--- config.mk ---
export PLATFORM = sky130hd
export DESIGN_NAME = robot_cmd_sequencer
export DESIGN_NICKNAME = d
export VERILOG_FILES = /design/src/rtl/robot_cmd_sequencer.sv
export SDC_FILE = /design/constraint.sdc
export NUM_CORES = 2
export LEC_CHECK = 0
export CAP_MARGIN = 20
export CORE_UTILIZATION = 50
export DETAILED_ROUTE_END_ITERATION = 8
export GPL_ROUTABILITY_DRIVEN = 0
export PLACE_DENSITY = 0.7
export SYNTH_ARGS = -nofsm -noshare
export SYNTH_HDL_FRONTEND = slang
export SYNTH_SLANG_ARGS = --single-unit
--- constraint.sdc ---
create_clock -name clk -period 8 [get_ports clk]
set_clock_uncertainty 0.2 [all_clocks]
set_input_delay 1.6 -clock clk [delete_from_list [all_inputs] [get_ports clk]]
set_output_delay 1.6 -clock clk [all_outputs]
set_load 0.1 [all_outputs]
--- src/rtl/robot_cmd_sequencer.sv ---
// Record/replay sequencer for robot motion commands: stores {cmd,dur} entries, then replays each one for (dur+1) ticks.
// Define ROBOT_SEQ_LOOP_EN to let loop_i restart replay from entry 0 instead of finishing in DONE.

module robot_cmd_sequencer #(
    parameter int DEPTH    = 256,
    parameter int CMD_W    = 2,
    parameter int DUR_W    = 4,
    parameter int TICK_DIV = 50_000_000
) (
    input  logic                      clk,
    input  logic                      rst,
    input  logic                      save_i,
    input  logic                      exec_i,
    input  logic                      clear_i,
    input  logic [CMD_W-1:0]          cmd_i,
    input  logic [DUR_W-1:0]          dur_i,
    input  logic                      loop_i,
    output logic                      busy_o,
    output logic                      done_o,
    output logic                      full_o,
    output logic                      err_o,
    output logic [$clog2(DEPTH):0]    count_o,
    output logic [$clog2(DEPTH)-1:0]  idx_o,
    output logic                      act_valid_o,
    output logic [CMD_W-1:0]          act_cmd_o,
    output logic [15:0]               torque_o
);

    localparam int AW = $clog2(DEPTH);
    localparam int TW = (TICK_DIV > 1) ? $clog2(TICK_DIV) : 1;
    localparam int EW = CMD_W + DUR_W;

    localparam logic [15:0] TORQUE_FWD   = 16'h0F0F;
    localparam logic [15:0] TORQUE_RIGHT = 16'h0F0C;
    localparam logic [15:0] TORQUE_LEFT  = 16'h0C0F;
    localparam logic [15:0] TORQUE_BACK  = 16'hF0F0;

    typedef enum logic [2:0] {
        S_IDLE,
        S_RUN_LOAD,
        S_RUN_HOLD,
        S_DONE,
        S_CLEAR
    } state_t;

    state_t           state_q, state_d;
    logic [AW:0]      count_q, count_d;
    logic [AW-1:0]    idx_q, idx_d;
    logic [AW-1:0]    clr_addr_q, clr_addr_d;
    logic [TW-1:0]    tick_q, tick_d;
    logic [DUR_W-1:0] hold_q, hold_d;
    logic             err_q, err_d;

    logic [EW-1:0]    mem [DEPTH];
    logic [EW-1:0]    rd_data_q;
    logic             mem_we;
    logic [AW-1:0]    mem_waddr;
    logic [EW-1:0]    mem_wdata;
    logic             mem_re;

    logic [CMD_W-1:0] rd_cmd;
    logic [DUR_W-1:0] rd_dur;
    logic             full;
    logic             last_cmd;
    logic             tick_wrap;
    logic             hold_end;
    logic             loop_restart;

    assign rd_cmd    = rd_data_q[EW-1:DUR_W];
    assign rd_dur    = rd_data_q[DUR_W-1:0];
    assign full      = (count_q == (AW+1)'(DEPTH));
    assign last_cmd  = ({1'b0, idx_q} == (count_q - 1'b1));
    assign tick_wrap = (tick_q == TW'(TICK_DIV - 1));
    assign hold_end  = tick_wrap && (hold_q == rd_dur);

`ifdef ROBOT_SEQ_LOOP_EN
    assign loop_restart = loop_i;
`else
    logic unused_loop;
    assign unused_loop  = loop_i;
    assign loop_restart = 1'b0;
`endif

    // NOTE: the program RAM has no reset; only the CLEAR walk erases it, which keeps it mappable onto block RAM.
    always_ff @(posedge clk) begin
        if (mem_we) begin
            mem[mem_waddr] <= mem_wdata;
        end
        if (mem_re) begin
            rd_data_q <= mem[idx_q];
        end
    end

    always_ff @(posedge clk or posedge rst) begin
        if (rst) begin
            state_q    <= S_IDLE;
            count_q    <= '0;
            idx_q      <= '0;
            clr_addr_q <= '0;
            tick_q     <= '0;
            hold_q     <= '0;
            err_q      <= 1'b0;
        end else begin
            // NOTE: state registers take non-blocking assignments so every flop samples pre-edge values.
            state_q    <= state_d;
            count_q    <= count_d;
            idx_q      <= idx_d;
            clr_addr_q <= clr_addr_d;
            tick_q     <= tick_d;
            hold_q     <= hold_d;
            err_q      <= err_d;
        end
    end

    always_comb begin
        // NOTE: every signal gets a default first so no path through the case can infer a latch.
        state_d    = state_q;
        count_d    = count_q;
        idx_d      = idx_q;
        clr_addr_d = clr_addr_q;
        tick_d     = tick_q;
        hold_d     = hold_q;
        err_d      = err_q;
        mem_we     = 1'b0;
        mem_waddr  = clr_addr_q;
        mem_wdata  = '0;
        mem_re     = 1'b0;

        if (clear_i && (state_q != S_CLEAR)) begin
            state_d    = S_CLEAR;
            clr_addr_d = '0;
        end else begin
            unique case (state_q)
                S_IDLE, S_DONE: begin
                    if (exec_i) begin
                        if (count_q == '0) begin
                            state_d = S_DONE;
                        end else begin
                            idx_d   = '0;
                            state_d = S_RUN_LOAD;
                        end
                    end else if (save_i) begin
                        state_d = S_IDLE;
                        if (!full) begin
                            mem_we    = 1'b1;
                            mem_waddr = count_q[AW-1:0];
                            mem_wdata = {cmd_i, dur_i};
                            count_d   = count_q + 1'b1;
                        end else begin
                            err_d = 1'b1;
                        end
                    end
                end

                S_RUN_LOAD: begin
                    if (exec_i) begin
                        idx_d = '0;
                    end else begin
                        mem_re  = 1'b1;
                        tick_d  = '0;
                        hold_d  = '0;
                        state_d = S_RUN_HOLD;
                    end
                end

                S_RUN_HOLD: begin
                    if (exec_i) begin
                        idx_d   = '0;
                        state_d = S_RUN_LOAD;
                    end else if (hold_end) begin
                        tick_d = '0;
                        if (!last_cmd) begin
                            idx_d   = idx_q + 1'b1;
                            state_d = S_RUN_LOAD;
                        end else if (loop_restart) begin
                            idx_d   = '0;
                            state_d = S_RUN_LOAD;
                        end else begin
                            state_d = S_DONE;
                        end
                    end else if (tick_wrap) begin
                        tick_d = '0;
                        hold_d = hold_q + 1'b1;
                    end else begin
                        tick_d = tick_q + 1'b1;
                    end
                end

                S_CLEAR: begin
                    mem_we    = 1'b1;
                    mem_waddr = clr_addr_q;
                    if (clr_addr_q == AW'(DEPTH - 1)) begin
                        clr_addr_d = '0;
                        count_d    = '0;
                        err_d      = 1'b0;
                        state_d    = S_IDLE;
                    end else begin
                        clr_addr_d = clr_addr_q + 1'b1;
                    end
                end

                default: state_d = S_IDLE;
            endcase
        end
    end

    // Action outputs are forced to zero outside the hold so the display stage sees a clean idle.
    always_comb begin
        torque_o = 16'h0000;
        if (state_q == S_RUN_HOLD) begin
            case (rd_cmd[1:0])
                2'b00:   torque_o = TORQUE_FWD;
                2'b01:   torque_o = TORQUE_RIGHT;
                2'b10:   torque_o = TORQUE_LEFT;
                default: torque_o = TORQUE_BACK;
            endcase
        end
    end

    assign act_valid_o = (state_q == S_RUN_HOLD);
    assign act_cmd_o   = act_valid_o ? rd_cmd : '0;
    assign busy_o      = (state_q == S_RUN_LOAD) || (state_q == S_RUN_HOLD) || (state_q == S_CLEAR);
    assign done_o      = (state_q == S_DONE);
    assign full_o      = full;
    assign err_o       = err_q;
    assign count_o     = count_q;
    assign idx_o       = idx_q;

endmodule

Yosys cells after proc, flatten, opt, wreduce, memory -nomap -nowiden --
Memories as Yosys holds them, arrays and structs flattened. A register that Yosys moved wholly into a read port is not among the register bits. Index checks and enable logic that the tools add are counted.
Word-level totals: bits in registers 59, RAM bits 1536, bits of input ports 12, memories 1
Cells by class: add/subtract/negate cells 6, equality and inequality tests 30, muxes and demuxes 63, bitwise operators 1, reduce and logical (&&, ||, !) cells 18
Memories:
- mem | words 256, width 6, read ports 1, clocked after memory_dff 1, write ports 1, line 54 | logic [EW-1:0] mem [DEPTH];
Operators by type and width (count):
- 8-bit two-way mux | 14
- 26-bit two-way mux | 4
- 26-bit one-hot mux with 2 select lines | 1
- 16-bit one-hot mux with 3 select lines | 1
- 9-bit two-way mux | 4
- 6-bit two-way mux | 5
- 26-bit by 1-bit adder with 26-bit output, second input constant | 1
- 26-bit equality test, second input constant | 1
- 8-bit one-hot mux with 3 select lines | 1
- 2-bit != test, second input constant | 11
- 3-bit two-way mux | 7
- 9-bit one-hot mux with 2 select lines | 1
- 6-bit AND reduction | 3
- 8-bit by 1-bit adder with 8-bit output, second input constant | 2
- 16-bit two-way mux | 1
- 4-bit two-way mux | 4
- 1-bit two-way mux | 13
- 3-bit != test, second input constant | 4
- 3-bit one-hot mux with 4 select lines | 1
- 9-bit by 1-bit adder with 9-bit output, second input constant | 1
- 8-bit by 9-bit equality test with 1-bit output | 1
- 9-bit equality test, second input constant | 1
- 9-bit logical NOT | 1
- 9-bit by 1-bit subtractor with 9-bit output, second input constant | 1
- 25 further kinds | 34

Longest topological paths before layout --
word-level depth 8, depth in mapped cells 11

Least setup slack after synthesis --
OpenSTA, ideal clock, no wires.
path kind input port to flip-flop, start input port clear_i, end memory mem[0][0] in the netlist's numbering, data pin, setup time 0.868 ns, arrival time 6.033 ns, data required time 6.932 ns, slack 0.898 ns, cell stages on the path 6, path buffers 3, path through nor2_1 clkbuf_1 o2111a_1 buf_2 clkbuf_1 and2_1
On the way: word-level cells in the longest chain between the ends 2
Ends and longest elaborated chain:
- start: declaration | line 14 | input logic clear_i,
- 1-bit logical AND | line 129 | if (clear_i && (state_q != S_CLEAR)) begin
- 6-bit two-way mux | line 129
- via mem_wdata[0] | line 58 | logic [EW-1:0] mem_wdata;
- end: declaration | line 54
The timed path passes the listed nets, and every way through them passes these cells.

Worst setup path in the final report --
start register state_q[1], end output port torque_o[14]
On the way: word-level cells in the longest chain between the ends 2
Ends and longest elaborated chain:
- start: declaration | line 46 | state_t state_q, state_d;
- start signal: assignment | line 105 | state_q <= state_d;
- 3-bit by 2-bit equality test with 1-bit output | line 210 | if (state_q == S_RUN_HOLD) begin
- 16-bit two-way mux | line 210
- end: declaration | line 26 | output logic [15:0] torque_o
No other way between the ends.

==> impl_metrics.prom <==
# TYPE chip_impl_metric gauge
chip_impl_info{name="run_status",value="complete, no violations"} 1
chip_impl_metric{name="cts.repair.resized",unit=""} 0
chip_impl_metric{name="period_minus_slack",unit="ns"} 5.60
chip_impl_metric{name="first_global_vias",unit=""} 32800
chip_impl_metric{name="finalSetupViolCount",unit=""} 0
chip_impl_info{name="root_buffer",value="clkbuf_16"} 1
chip_impl_metric{name="netSwitchingFraction",unit=""} 0.241
chip_impl_metric{name="setup_total_negative_slack",unit="ns"} 0
chip_impl_metric{name="fmaxAchievable",unit="GHz"} 0.179
chip_impl_metric{name="report.final.slew_viol_count",unit=""} 0
chip_impl_metric{name="synth_area",unit="µm²"} 64000
chip_impl_metric{name="clock_sink_count",unit=""} 1601
chip_impl_metric{name="route.detailed.wl_per_inst",unit="µm"} 27.9
chip_impl_metric{name="drcViolationCount",unit=""} 0
chip_impl_metric{name="yosys_warnings",unit=""} 0
chip_impl_metric{name="power.static_leakage",unit="µW"} 0.0260
chip_impl_metric{name="power_per_cell_area",unit="nW/µm²"} 258
chip_impl_metric{name="detail_route.vias_per_cell",unit=""} 6.25
chip_impl_metric{name="grt-ovfl-total",unit=""} 0
chip_impl_info{name="crit_type",value="register to output pin"} 1
chip_impl_metric{name="groute.usage.overall",unit=""} 0.228
chip_impl_metric{name="sequential_standard_cell_area",unit="µm²"} 47800
chip_impl_info{name="main_synth_ff_type",value="edfxtp_1"} 1
chip_impl_info{name="cp-start-kind",value="register"} 1
chip_impl_metric{name="ys_async_sr_fraction",unit=""} 0.0369
chip_impl_metric{name="design_area",unit="µm²"} 71500
chip_impl_metric{name="totalWireLength",unit="mm"} 147
chip_impl_metric{name="p_seq_frac",unit=""} 0.504
chip_impl_metric{name="initial_core_util",unit=""} 0.507
chip_impl_metric{name="net_switching_power_of_the_design",unit="µW"} 4440
chip_impl_info{name="hold_path.class",value="register to register"} 1
chip_impl_metric{name="yosys.cell_types.count",unit=""} 74
chip_impl_metric{name="placementRows",unit=""} 130
chip_impl_info{name="rsz0062_at_grt",value="false"} 1
chip_impl_metric{name="clock_path_buffers",unit=""} 3
chip_impl_info{name="cts_tree",value="built"} 1
chip_impl_metric{name="max_cap_viol_count",unit=""} 0
chip_impl_metric{name="antenna_found_initial",unit=""} 2
chip_impl_metric{name="comb_power_share",unit=""} 0.096
chip_impl_metric{name="floorplan.die.width",unit="µm"} 360
chip_impl_metric{name="clock_latency",unit="ns"} 0.77
chip_impl_info{name="synth_largest_area_cell",value="edfxtp_1"} 1
chip_impl_metric{name="initialDrtViolationCount",unit=""} 3966
chip_impl_metric{name="grt_pass1_wl",unit="mm"} 218
chip_impl_metric{name="dp_hpwl",unit="mm"} 88.7
chip_impl_metric{name="critPathArrivalTime",unit="ns"} 3.80
chip_impl_metric{name="dr.pass1.iters",unit=""} 7
chip_impl_metric{name="dpl_cell_area",unit="µm²"} 66300
chip_impl_metric{name="dp.cells",unit=""} 4973
chip_impl_metric{name="cts_max_level",unit=""} 4
chip_impl_metric{name="synth_edf_count",unit=""} 1542
chip_impl_metric{name="nFillCells",unit=""} 9269
chip_impl_metric{name="multi_input_comb_area",unit="µm²"} 15200
chip_impl_metric{name="fraction_of_the_yosys_area_taken_by_sequential_cells",unit=""} 0.747
chip_impl_metric{name="cp.required",unit="ns"} 6.20
chip_impl_metric{name="die_h",unit="µm"} 360
chip_impl_metric{name="syn-mean-instance-area",unit="µm²"} 18.7
chip_impl_metric{name="worstPathMaxFanout",unit=""} 13
chip_impl_info{name="synthTopCellsByArea",value="edfxtp_1, mux4_2, dfrtp_1"} 1
chip_impl_metric{name="power_report.internal_total",unit="µW"} 14000
chip_impl_metric{name="tritoncts.num_buffers",unit=""} 156
chip_impl_metric{name="synth.net_count",unit=""} 3441
chip_impl_metric{name="num_vias",unit=""} 32900
chip_impl_metric{name="ant_nets",unit=""} 0
chip_impl_metric{name="finalNonFillerCells",unit=""} 5263
chip_impl_metric{name="number_of_cells_produced_by_synthesis",unit=""} 3422
chip_impl_metric{name="num-nets-final",unit=""} 3500
chip_impl_metric{name="clock_power_share",unit=""} 0.401
chip_impl_metric{name="layout-drive-gt1-share",unit=""} 0.192
chip_impl_metric{name="fp.dieArea",unit="µm²"} 129000
chip_impl_metric{name="max_slew.worst_pin.slew",unit="ns"} 1.23
chip_impl_metric{name="pin_count_of_the_biggest_net_entering_global_routing",unit=""} 164
chip_impl_metric{name="area.growth.synth_to_final",unit="%"} 11.7
chip_impl_info{name="critPathCaptureType",value="output pin"} 1
chip_impl_metric{name="number_of_hold_slack_violations_in_the_final_timing_report",unit=""} 0
chip_impl_metric{name="postCtsSetupBuffers",unit=""} 0
chip_impl_metric{name="power.ir.vdd_worst",unit="V"} 0.000186
chip_impl_metric{name="number_of_placed_i_o_pins",unit=""} 52
chip_impl_metric{name="synthDominantCellAreaShare",unit=""} 0.723
chip_impl_metric{name="final_core_util",unit=""} 0.566
chip_impl_metric{name="ys_seq_elements",unit=""} 1601
chip_impl_metric{name="cts-hold-fix-buffers",unit=""} 0
chip_impl_metric{name="slew_headroom",unit=""} 0.173
chip_impl_metric{name="clkTransAtPathRegs",unit="ns"} 0.07
chip_impl_metric{name="io_buffer_count",unit=""} 50
chip_impl_metric{name="period_share",unit=""} 0.700
chip_impl_metric{name="core_area",unit="µm²"} 126000
-- final cells by class --
type	count	share of cell area
antenna	1	0.0000350
clock buffer	188	0.0570
clock inverter	101	0.0150
inverter	17	0.000892
multi-input combinational	1583	0.213
sequential	1601	0.668
tap	1650	0.0289
timing repair buffer	122	0.0172
-- sequential cells by signal, indices dropped and copies added (netlist names) --
signal,flops
tick_q,26
count_o,9
rd_data_q,6
err_o,1
mem,1536
hold_q,4
clr_addr_q,8
idx_o,8
state_q,3
-- critical path, cell delays in order (launching register included) --
cell and delay, ns:
dfrtp_1 0.61, inv_2 0.18, nor2_1 0.20, nand2_1 0.24, inv_1 0.27, and3_1 0.34
clkdlybuf4s50_1 1.18
-- power by group through the flow --
stage	logic [µW]	clock network [µW]	registers [µW]
2_1_floorplan	1110	0	9420
3_3_place_gp	1740	0	9440
3_5_place_dp	1740	0	9440
4_1_cts	1750	7470	9270
5_1_grt	1840	7780	9280
6_report	1760	7380	9270
-- final timing paths --
kind                       startpoint      endpoint  slack (ns)  depth (start not counted)
hold / removal              tick_q[6]     tick_q[6]        0.29                          1
hold reg to reg             tick_q[6]     tick_q[6]        0.29                          1
max in group asynchronous         rst      idx_o[1]        5.82                          3
min in group asynchronous         rst         err_o        1.17                          3
setup reg to reg           state_q[1]    mem[99][4]        2.81                          6
setup / recovery           state_q[1]  torque_o[14]        2.40                          6
-- metal layers --
layer,GRT usage,share of wire,up-vias
li1,-,-,14100
met1,0.325,0.40,17000
met2,0.350,0.47,1550
met3,0.0475,0.093,293
met4,0.0854,0.037,2
met5,0,0.00014,-
-- cells in the mapped netlist (6+ instances only) --
cell type,count
or2_2,8
nor2_1,335
xor2_1,14
a31oi_1,18
mux4_2,339
o22ai_1,26
dfrtp_1,59
xnor2_1,24
o221ai_1,34
a221oi_1,9
nand2_1,93
mux2i_1,105
o21ai_0,55
a22o_1,11
buf_4,31
a21oi_1,100
buf_2,75
edfxtp_1,1542
nor4_1,22
nor2b_1,14
nand2b_1,19
a22oi_1,104
and2_1,22
and4_1,6
buf_1,12
o31ai_1,19
nand3_1,35
a211oi_1,9
and3_1,15
nand4_1,16
nor3_1,47
inv_1,15
ha_1,7
clkbuf_1,103
-- cells in the final DEF (no fill, tap or decap), drive strengths merged, types with 34 or more instances in the layout --
cell | Yosys | final
dfrtp | 59 | 59
clkbuf | 103 | 188
a22oi | 104 | 104
edfxtp | 1542 | 1542
mux4 | 339 | 339
nand2 | 95 | 95
a21oi | 100 | 100
clkdlybuf4s50 | 0 | 50
buf | 118 | 72
mux2i | 106 | 106
o221ai | 34 | 34
nor3 | 48 | 48
nor2 | 335 | 335
nand3 | 35 | 35
clkinv | 1 | 60
o21ai | 56 | 56
-- cells by family (layout without fill, tap and decap cells) --
logic type                 Yosys count  count (layout)  share of synthesized area
DFF                               1601            1601                      0.747
and+or+nand+nor                    665             665                     0.0481
xor gates and xnor gates            38              38                    0.00520
muxes                              450             450                      0.137
AOI/OAI and AO/OA                  423             423                     0.0448
buffers and inverters              238             428                     0.0172
adders and majority gates            7               7                    0.00137
other                                0               1                          0
-- stage by stage --
step / hold slack (ns) / total power, µW / setup slack [ns]
CTS: 0.279 / 18500 / 2.35
global route: 0.303 / 18900 / 2.12
finish: 0.287 / 18400 / 2.40
global placement: 0.266 / 11200 / 1.84
floorplan: 0.238 / 10500 / 0.898
detailed placement: 0.271 / 11200 / 1.71
No activity file was read; power rests on OpenSTA's default activity.
